[config.mk]
export PLATFORM = sky130hd
export DESIGN_NAME = csa_accum_sequencer
export DESIGN_NICKNAME = d
export VERILOG_FILES = /design/src/rtl/csa_accum_pkg.sv /design/src/rtl/csa_compress_3to2.sv /design/src/rtl/csa_accum_sequencer.sv
export SDC_FILE = /design/constraint.sdc
export NUM_CORES = 1
export LEC_CHECK = 0
export ABC_AREA = 1
export CORE_ASPECT_RATIO = 2
export CORE_UTILIZATION = 61
export CTS_CLUSTER_SIZE = 14
export DETAILED_ROUTE_END_ITERATION = 10
export PLACE_DENSITY = 0.82
export SLEW_MARGIN = 30
export SYNTH_ARGS = -nofsm -noshare
export SYNTH_HDL_FRONTEND = slang
export SYNTH_SLANG_ARGS = --single-unit
[constraint.sdc]
create_clock -name clk -period 5.05 [get_ports clk]
set_input_delay 0.7575 -clock clk [delete_from_list [all_inputs] [get_ports clk]]
set_output_delay 0.7575 -clock clk [all_outputs]
set_load 0.1 [all_outputs]
[src/rtl/csa_accum_pkg.sv]
// csa_accum_pkg
//   Shared types and sizing helpers for the carry-save accumulating sequencer.
//   - state_t      : sequencer state encoding (IDLE, ACCUM, RESOLVE, DONE)
//   - calc_acc_w   : accumulator width, N + clog2(MAX_OPS)
//   - calc_slices  : number of CHUNK-bit slices needed to resolve ACC_W bits
//   - calc_cnt_w   : width of an operand counter that reaches MAX_OPS
//   - calc_idx_w   : width of a slice index (at least 1 bit)
package csa_accum_pkg;

   typedef enum logic [1:0] {
      IDLE    = 2'd0,
      ACCUM   = 2'd1,
      RESOLVE = 2'd2,
      DONE    = 2'd3
   } state_t;

   function automatic int calc_acc_w(input int n, input int max_ops);
      return n + $clog2(max_ops);
   endfunction

   function automatic int calc_slices(input int acc_w, input int chunk);
      return (acc_w + chunk - 1) / chunk;
   endfunction

   function automatic int calc_cnt_w(input int max_ops);
      return $clog2(max_ops + 1);
   endfunction

   function automatic int calc_idx_w(input int slices);
      return (slices > 1) ? $clog2(slices) : 1;
   endfunction

endpackage

[src/rtl/csa_compress_3to2.sv]
// csa_compress_3to2
//   One row of W full adders: compresses three W-bit vectors into a redundant
//   (sum, carry) pair with a + b + c == sum + carry (mod 2^W).
//   The carry vector is already shifted left by one; the adder carry out of
//   bit W-1 is dropped because the accumulator width is sized so it is zero.
// Ports
//   a, b, c : in  W  addends
//   sum     : out W  bitwise sum
//   carry   : out W  majority vector, pre-shifted by one position
module csa_compress_3to2
   import csa_accum_pkg::*;
#(
   parameter int W = 36
) (
   input  logic [W-1:0] a,
   input  logic [W-1:0] b,
   input  logic [W-1:0] c,
   output logic [W-1:0] sum,
   output logic [W-1:0] carry
);

   assign sum   = a ^ b ^ c;
   assign carry = {(a[W-2:0] & b[W-2:0]) |
                   (a[W-2:0] & c[W-2:0]) |
                   (b[W-2:0] & c[W-2:0]), 1'b0};

endmodule

[src/rtl/csa_accum_sequencer.sv]
// csa_accum_sequencer
//   Streams up to MAX_OPS unsigned N-bit operands into a redundant (sum, carry)
//   accumulator, one 3:2 compression per accepted beat. The group closes on
//   in_last or when MAX_OPS operands have been taken; the redundant pair is
//   then resolved with a CHUNK-bit sliced carry-propagate add (one slice per
//   cycle) and the ACC_W-bit total is offered on a valid/ready output.
//   Optional feature macro: CSA_ACC_SAT_EN -- when defined, a total that does
//   not fit in N bits is presented as all-ones N bits and out_sat is raised.
// Ports
//   clk        in   1      rising-edge clock
//   rst_n      in   1      asynchronous active-low reset
//   in_valid   in   1      operand valid
//   in_ready   out  1      operand accepted when in_valid & in_ready
//   in_data    in   N      unsigned operand
//   in_last    in   1      final operand of the group
//   out_valid  out  1      result valid
//   out_ready  in   1      consumer accepts result
//   out_result out  ACC_W  accumulated total
//   out_trunc  out  1      group closed by the operand limit, not by in_last
//   out_sat    out  1      result saturated (CSA_ACC_SAT_EN only, else 0)
//
// state   | meaning
// --------+-------------------------------------------------------------
// IDLE    | waiting for the first operand of a group
// ACCUM   | compressing further operands into (sum, carry)
// RESOLVE | sliced carry-propagate add, one CHUNK-bit slice per cycle
// DONE    | result presented, held until out_ready
module csa_accum_sequencer
   import csa_accum_pkg::*;
#(
   parameter  int N       = 32,
   parameter  int MAX_OPS = 16,
   parameter  int CHUNK   = 8,
   localparam int ACC_W   = calc_acc_w(N, MAX_OPS)
) (
   input  logic             clk,
   input  logic             rst_n,
   input  logic             in_valid,
   output logic             in_ready,
   input  logic [N-1:0]     in_data,
   input  logic             in_last,
   output logic             out_valid,
   input  logic             out_ready,
   output logic [ACC_W-1:0] out_result,
   output logic             out_trunc,
   output logic             out_sat
);

   // The resolver reads the low CHUNK bits of the accumulator, so ACC_W >= CHUNK.
   localparam int S      = calc_slices(ACC_W, CHUNK);
   localparam int LAST_W = ACC_W - (S - 1) * CHUNK;
   localparam int CNT_W  = calc_cnt_w(MAX_OPS);
   localparam int IDX_W  = calc_idx_w(S);

   state_t state_q, state_d;

   logic [ACC_W-1:0] sum_q, carry_q, result_q;
   logic [ACC_W-1:0] csa_sum, csa_carry;
   logic [CNT_W-1:0] count_q;
   logic [IDX_W-1:0] idx_q;
   logic             cin_q;
   logic             trunc_q;
   logic [CHUNK:0]   slice_add;
   logic             beat, close_grp, last_slice;

   assign beat       = in_valid & in_ready;
   assign close_grp  = in_last | (count_q == CNT_W'(MAX_OPS - 1));
   assign last_slice = (idx_q == IDX_W'(S - 1));

   csa_compress_3to2 #(.W(ACC_W)) u_compress (
      .a     (sum_q),
      .b     (carry_q),
      .c     (ACC_W'(in_data)),
      .sum   (csa_sum),
      .carry (csa_carry)
   );

   // During RESOLVE sum/carry shift right a slice per cycle, so the current
   // slice is always their low CHUNK bits.
   assign slice_add = {1'b0, sum_q[CHUNK-1:0]} + {1'b0, carry_q[CHUNK-1:0]}
                    + {{CHUNK{1'b0}}, cin_q};

   always_ff @(posedge clk or negedge rst_n) begin
      if (!rst_n) state_q <= IDLE;
      else        state_q <= state_d;
   end

   always_comb begin
      state_d   = state_q;
      in_ready  = 1'b0;
      out_valid = 1'b0;
      case (state_q)
         IDLE: begin
            in_ready = 1'b1;
            if (in_valid) state_d = in_last ? RESOLVE : ACCUM;
         end
         ACCUM: begin
            in_ready = 1'b1;
            if (in_valid && close_grp) state_d = RESOLVE;
         end
         RESOLVE: begin
            if (last_slice) state_d = DONE;
         end
         DONE: begin
            out_valid = 1'b1;
            if (out_ready) state_d = IDLE;
         end
         default: state_d = IDLE;
      endcase
   end

   always_ff @(posedge clk or negedge rst_n) begin
      if (!rst_n) begin
         sum_q    <= '0;
         carry_q  <= '0;
         result_q <= '0;
         count_q  <= '0;
         idx_q    <= '0;
         cin_q    <= 1'b0;
         trunc_q  <= 1'b0;
      end else begin
         case (state_q)
            IDLE: begin
               if (beat) begin
                  sum_q   <= ACC_W'(in_data);
                  carry_q <= '0;
                  count_q <= CNT_W'(1);
                  idx_q   <= '0;
                  cin_q   <= 1'b0;
                  trunc_q <= 1'b0;
               end
            end
            ACCUM: begin
               if (beat) begin
                  sum_q   <= csa_sum;
                  carry_q <= csa_carry;
                  count_q <= count_q + CNT_W'(1);
                  if (close_grp) trunc_q <= ~in_last;
               end
            end
            RESOLVE: begin
               sum_q   <= sum_q >> CHUNK;
               carry_q <= carry_q >> CHUNK;
               cin_q   <= slice_add[CHUNK];
               idx_q   <= idx_q + IDX_W'(1);
               // Slices enter at the top and shift down; the final slice is
               // only LAST_W bits wide, so it shifts by LAST_W to land the
               // first slice at bit 0. Its carry out is dropped (mod 2^ACC_W).
               if (last_slice)
                  result_q <= ACC_W'({slice_add[CHUNK-1:0], result_q} >> LAST_W);
               else
                  result_q <= ACC_W'({slice_add[CHUNK-1:0], result_q} >> CHUNK);
            end
            DONE: begin
               if (out_ready) begin
                  trunc_q <= 1'b0;
                  count_q <= '0;
               end
            end
            default: ;
         endcase
      end
   end

   assign out_trunc = trunc_q;

`ifdef CSA_ACC_SAT_EN
   logic over_n;
   assign over_n     = |result_q[ACC_W-1:N];
   assign out_sat    = out_valid & over_n;
   assign out_result = (out_valid & over_n) ? ACC_W'({N{1'b1}}) : result_q;
`else
   assign out_sat    = 1'b0;
   assign out_result = result_q;
`endif

endmodule

# == After elaboration in Yosys (flattened, before gate mapping) ==
# Index checks and enable logic that the tools add are counted.
# totals
register_bits,120
input_bits,37
output_inout_bits,40
word_cells,72
# classes
n_addsub,4
n_eq_ne,12
n_mux,27
bitwise_logic,10
n_reduce_logical,11
# op_table
cell,count
$pmux 36 s3,2
$mux 36,5
$and 35x32->35,2
$or 35x35->35,2
$xor 36x32->36,1
$xor 36x36->36,1
$and 35x35->35,1
$mux 5,3
$pmux 5 s3,1
$ne 2x2->1 const B,7
$mux 2,5
$add 8x8->9,1
$add 9x1->9,1
$pmux 2 s4,1
$reduce_and 4->1,2
$mux 1,6
$pmux 3 s2,1
$reduce_bool 3->1,2
$add 5x1->5 const B,1
$eq 5x4->1 const B,1
$reduce_and 5->1,1
$eq 2x2->1 const B,2
$add 3x1->3 const B,1
$eq 3x3->1 const B,1
13 further kinds,13

# == Logic depth before layout (Yosys ltp) ==
# Gate-level depths: netlist of run 1.
# logic_depth
word_depth,6
depth_mapped,11
depth_no_buf,11

# == By module ==
# Synthesis of run 1 repeated with hierarchy kept, for this count alone.
# hier_totals
cells_unflattened,856
hier_area_um2,7228.2
# modules_own_cells
module,n_inst,cells_per_inst,area_per_inst_um2,seq_area_each_um2
csa_accum_sequencer,1,810,6481.2,3002.9
csa_compress_3to2,1,46,747.0,0.0

# == Worst setup path after synthesis of run 1 ==
# No wires, ideal clock.
# synth_path
kind,reg-to-output
startpoint,register state_q[0]
endpoint,output port in_ready
t_arrival_ns,1.508
required_ns,4.293
slack_ns,2.785
path_stages_with_launch,5
path_buffers,0
path_cell_list,dfrtp_1 > inv_1 > ha_1 > inv_1 > nand2_1
# synth_via
elab_chain_len,3
word_cells_on_any_way,4
classes_between,1 x eq/ne; 1 x mux; 2 x reduce/logical
# synth_lines
element,line_no,rtl
start: declaration,csa_accum_sequencer.sv:55,"state_t state_q, state_d;"
start signal: assignment,csa_accum_sequencer.sv:85,else state_q <= state_d;
$eq 2x1->1 or $logic_not 2->1 (tied branches),csa_accum_sequencer.sv:92,case (state_q)
$reduce_or 2->1 (no line) (*),-,
$mux 1 (*),csa_accum_sequencer.sv:92,
end: declaration,csa_accum_sequencer.sv:39,"output logic in_ready,"
# Mark *: on every way between the ends. The rest lies on a longest branch, timed or not.

# == Worst setup path in the final report of run 1 ==
# layout_path
startpoint,register state_q[1]
endpoint,output port in_ready
# The elaborated chain is that of the path after synthesis.

==> impl_metrics.json, run 1 <==
{
  "status": "completed",
  "area_growth_syn_to_layout_pct": 18.7,
  "timing.max_cap.violations": 0,
  "grt_max_degree": 99,
  "r2r_end": "state_q[0]",
  "multi_input_area_um2": 3380,
  "clkSlewWorstSetupHoldPaths_ns": 0.06,
  "root_buffer": "clkbuf_16",
  "required_ns": 4.29,
  "crit_fanout": 32,
  "place_congestion": 0.858,
  "die_x_um": 77.5,
  "ant_nets": 0,
  "final_util_pct": 74.9,
  "tightest_slew_ns": 0.985,
  "syn_inst": 835,
  "worst-path-buf-inv": 4,
  "grt_util_all_layers_pct": 31.9,
  "arrival_ns": 2.81,
  "finalSetupTns_ns": 0,
  "ctsHtreeMaxLevel": 4,
  "hold_viol_final": 0,
  "drive_gt1_share_pct": 5.80,
  "relSlewSlack_pct": 34.1,
  "synth_ff_type": "dfrtp_1",
  "dp.cells": 1006,
  "port-buffer-count": 75,
  "min_path_type": "primary input to async pin",
  "regToRegSetupSlack_ns": 2.34,
  "critPathKind": "register to output port",
  "setup_violations": 0,
  "fillers": 786,
  "syn-cell-area_um2": 6950,
  "ios": 77,
  "synth_edf_count": 0,
  "start_kind": "register",
  "cts.sinks": 120,
  "start_util_pct": 63.1,
  "dieArea_um2": 11800,
  "yosys_warnings": 0,
  "synth_top_area_cell": "dfrtp_1",
  "grt_pass1_vias": 6388,
  "cts_tree": "built",
  "ys_ff_latch": 120,
  "synth_area_leaders": "dfrtp_1 43%, fa_1 9.8%, o21ai_0 7.7%",
  "crit_chain": "inv_2 > ha_1 > buf_4 > inv_2 > nand2_1 > clkdlybuf4s50_1",
  "cts_made_buffers": 17,
  "crit_start": "state_q[1]",
  "grt-ovfl-total": 0,
  "wire_per_inst_um": 17.0,
  "timing.final.crit_share_pct": 70.7,
  "final_area_um2": 8250,
  "synth_compound_area_share_pct": 17.9,
  "synth_top_family_by_area": "compound AO/OA/AOI/OAI gates",
  "rsz0062_at_grt": "no",
  "cpLargestDelayFamily": "buffers and inverters",
  "fmax_mhz": 280,
  "dp_hpwl_um": 11300,
  "synth_fa_ha_area_share_pct": 13.0,
  "synthTopCellsByCount": "138 x nand2_1, 120 x dfrtp_1, 107 x o21ai_0, 82 x a21oi_1",
  "yosysSeqAreaShare_pct": 43.2,
  "via_per_inst": 6.12,
  "synth_most_common_cell": "nand2_1",
  "nets": 974,
  "cts_setup_buffers": 0,
  "first_iter_violations": 391,
  "diodes": 0,
  "fp-row-count": 54,
  "worstSkewPairLatency_ns": 0.41,
  "r2r_start": "state_q[0]",
  "crit_top_cell": "inv_2",
  "cts_resized": 0,
  "fin_skew_ns": 0.00757,
  "cpPeakStageDelay_ns": 1.13,
  "cts_max_path_buffers": 2,
  "post_dp_cell_area_um2": 7700,
  "num_vias": 6342,
  "synth_mux_area_share_pct": 0,
  "antenna_found_initial": 0,
  "drv_slew": 0,
  "post_synth.cell_area_avg_um2": 8.32,
  "yosys.area_share.simple_pct": 17.4,
  "totalWireLength_um": 17600,
  "regArea_um2": 3000,
  "dieHeight_um": 153,
  "cts_hold_buf": 0,
  "r2r_cells": 8,
  "synthesis.nets": 924,
  "fin_cells": 1037,
  "grt_pass1_wl_um": 29800,
  "post-route-min-period_ns": 3.57,
  "async_flop_share_pct": 100,
  "drc": 0,
  "design.core.area_um2": 11000,
  "synth_xor_area_share_pct": 0.252,
  "critPathCaptureType": "output port",
  "slowest_stage": "clkdlybuf4s50_1",
  "synth_top_cell_area_share_pct": 43.2,
  "synth_cell_types": 34,
  "first_pass_iters": 5
}
==> per-layer routing <==
metal / share of wire [%] / track usage (%) / up-vias / wire, µm
li1: - / - / 2874 / -
met1: 37 / 35.8 / 3136 / 6430
met2: 54 / 56.3 / 272 / 9520
met3: 4.8 / 5.43 / 60 / 852
met4: 4.5 / 18.0 / 0 / 790
met5: 0 / 0 / - / 0
==> metrics by stage <==
step,hold WS (ns),worst slack (ns)
floorplan,0.452,2.78
global placement,0.464,1.97
detailed placement,0.483,1.94
CTS,0.425,1.47
global route,0.446,1.40
finish,0.401,1.48
==> cells by family after synthesis <==
kind of cell | after synthesis
buffers and inverters | 139
and+or+nand+nor | 288
xor gates and xnor gates | 2
adders and majority gates | 52
DFF | 120
other | 1
AOI/OAI and AO/OA | 233
==> area by class of cell <==
class                      instances  share of cell area, %
multi-input combinational        576                   41.0
timing repair buffer              83                   9.85
sequential                       120                   36.4
clock inverter                     9                  0.910
inverter                          87                   3.96
clock buffer                      22                   5.75
tap                              140                   2.12
==> placed cells by master (no fill, tap or decap), types with 2 or more instances in the layout <==
| cell | n |
|---|---|
| a21oi_1 | 82 |
| a31oi_1 | 30 |
| buf_4 | 8 |
| clkbuf_1 | 2 |
| clkbuf_16 | 17 |
| clkbuf_8 | 3 |
| clkdlybuf4s50_1 | 74 |
| clkinv_1 | 2 |
| clkinv_2 | 6 |
| clkinvlp_4 | 2 |
| dfrtp_1 | 120 |
| fa_1 | 34 |
| ha_1 | 17 |
| inv_1 | 79 |
| inv_2 | 6 |
| nand2_1 | 138 |
| nand2_2 | 2 |
| nand3_1 | 80 |
| nand3b_1 | 2 |
| nor2_1 | 61 |
| nor3_1 | 2 |
| o21ai_0 | 107 |
| o21ai_1 | 2 |
| o22ai_1 | 6 |
==> registers in the layout, summed over array words and instances (netlist names) <==
register    flops
out_trunc       1
out_result     36
sum_q          36
count_q         5
carry_q        36
idx_q           3
cin_q           1
state_q         2
==> worst max-delay path by stage <==
stage,slack [ns],cells past startpoint,end
finish,1.48,6,in_ready
global placement,1.97,6,in_ready
CTS,1.47,6,in_ready
detailed placement,1.94,6,in_ready
floorplan,2.78,4,in_ready
global route,1.40,6,in_ready
==> worst reg2reg max path: stages (launching register included) <==
cell and delay, ns:
dfrtp_1 0.47, inv_1 0.13, ha_2 0.22, inv_1 0.65
buf_4 0.46, nor2_1 0.12, nor3_2 0.28, nor2_1 0.09
a31oi_1 0.21
Power of run 1 is left out: the tool's default activity adds up to more than one toggle a clock period on the data nets, which glitch-free logic cannot reach.
==> inputs of run 2 (changes only) <==
CORE_UTILIZATION = 57   (was 61)
PLACE_DENSITY = 0.78   (was 0.82)
clock period = 3.6 ns   (was 5.05 ns; I/O delays follow)
==> run 2 against run 1 <==
Against the previous run:
- utilization decreased by 4.3 points
- clock skew about the same
- via count decreased by 3.1%
- global-route usage decreased by 2.4 points
- cell area increased by 0.79%
- non-clock buffer count increased by 1
- routed wire length decreased by 2.5%
- highest routed layer unchanged
==> impl_metrics.json, run 2 (same netlist as run 1, synthesis figures left out) <==
{
  "status": "completed",
  "cts_made_buffers": 17,
  "crit_fanout": 4,
  "nets": 975,
  "cpLargestDelayFamily": "buffers and inverters",
  "critPathCaptureType": "output port",
  "r2r_start": "state_q[1]",
  "diodes": 0,
  "timing.final.crit_share_pct": 72.7,
  "crit_start": "out_result[13]",
  "layout_commonest_cell": "nand2_1",
  "fin_skew_ns": 0.00754,
  "grt-ovfl-total": 0,
  "fp-row-count": 56,
  "totalWireLength_um": 17200,
  "grt_max_degree": 99,
  "post-route-min-period_ns": 2.62,
  "min_path_type": "primary input to async pin",
  "antenna_found_initial": 0,
  "worst-path-buf-inv": 1,
  "start_kind": "register",
  "start_util_pct": 59.0,
  "setup_violations": 0,
  "num_vias": 6143,
  "port-buffer-count": 75,
  "ant_nets": 0,
  "wire_per_inst_um": 16.4,
  "cts_resized": 0,
  "relSlewSlack_pct": 34.9,
  "drive_gt1_share_pct": 6.01,
  "finalSetupTns_ns": 0,
  "critPathKind": "register to output port",
  "cts.sinks": 120,
  "ctsHtreeMaxLevel": 4,
  "drv_slew": 0,
  "via_per_inst": 5.89,
  "tightest_slew_ns": 0.974,
  "clkSlewWorstSetupHoldPaths_ns": 0.06,
  "rsz0062_at_grt": "no",
  "area_growth_syn_to_layout_pct": 19.6,
  "drc": 0,
  "timing.max_cap.violations": 0,
  "crit_chain": "clkdlybuf4s50_1",
  "cpPeakStageDelay_ns": 1.18,
  "arrival_ns": 2.08,
  "dieArea_um2": 12700,
  "final_cell_mix": "138 x nand2_1, 120 x dfrtp_1, 107 x o21ai_0, 82 x a21oi_1",
  "met2_usage_pct": 54.1,
  "cts_hold_buf": 0,
  "cts_setup_buffers": 0,
  "dieHeight_um": 158,
  "final_util_pct": 70.6,
  "first_pass_iters": 5,
  "required_ns": 3.06,
  "busiest_layer": "met2",
  "dp_hpwl_um": 11300,
  "use_met1_pct": 31.3,
  "slowest_stage": "clkdlybuf4s50_1",
  "hold_viol_final": 0,
  "place_congestion": 0.828,
  "root_buffer": "clkbuf_16",
  "design.core.area_um2": 11800,
  "grt_util_all_layers_pct": 29.5,
  "fmax_mhz": 382,
  "die_x_um": 80.1,
  "grt_pass1_vias": 6164,
  "grtUsageMet3_pct": 5.36,
  "first_iter_violations": 307,
  "cts_max_path_buffers": 2,
  "grt_pass1_wl_um": 28400,
  "worstSkewPairLatency_ns": 0.42,
  "ios": 77,
  "cts_tree": "built",
  "fillers": 932
}
==> run 2: layout make-up <==
class	instances	area, µm²	share of cell area [%]
Clock buffer	22	474	5.71
Sequential cell	120	3000	36.1
Inverter	87	327	3.93
Clock inverter	9	123	1.48
Tap cell	145	181	2.18
Timing Repair Buffer	84	823	9.91
Multi-Input combinational cell	576	3380	40.7
==> run 2: metrics by stage <==
step	std cells	hold slack [ns]	setup slack [ns]	area [µm²]
floorplan	835	0.244	1.34	6950
global placement	1012	0.464	1.20	7710
detailed placement	1012	0.486	1.15	7710
CTS	1043	0.252	0.950	8310
global route	1043	0.295	0.951	8310
finish	1043	0.223	0.982	8310
==> run 2: worst paths after layout <==
kind	endpoint	slack (ns)	cells past startpoint
max in group asynchronous	sum_q[14]	2.58	2
worst max-delay path	out_result[13]	0.98	1
worst max register to register	sum_q[14]	1.16	8
min in group clk	count_q[4]	0.49	2
worst min-delay path	idx_q[2]	0.22	1
worst min register to register	count_q[4]	0.49	2
==> run 2: layer usage <==
layer	vias up	routed length [µm]
met1	2987	6300
met2	230	9340
met4	0	671
met5	-	0
met3	48	839
li1	2878	-
Power of run 2 is left out for the same reason.
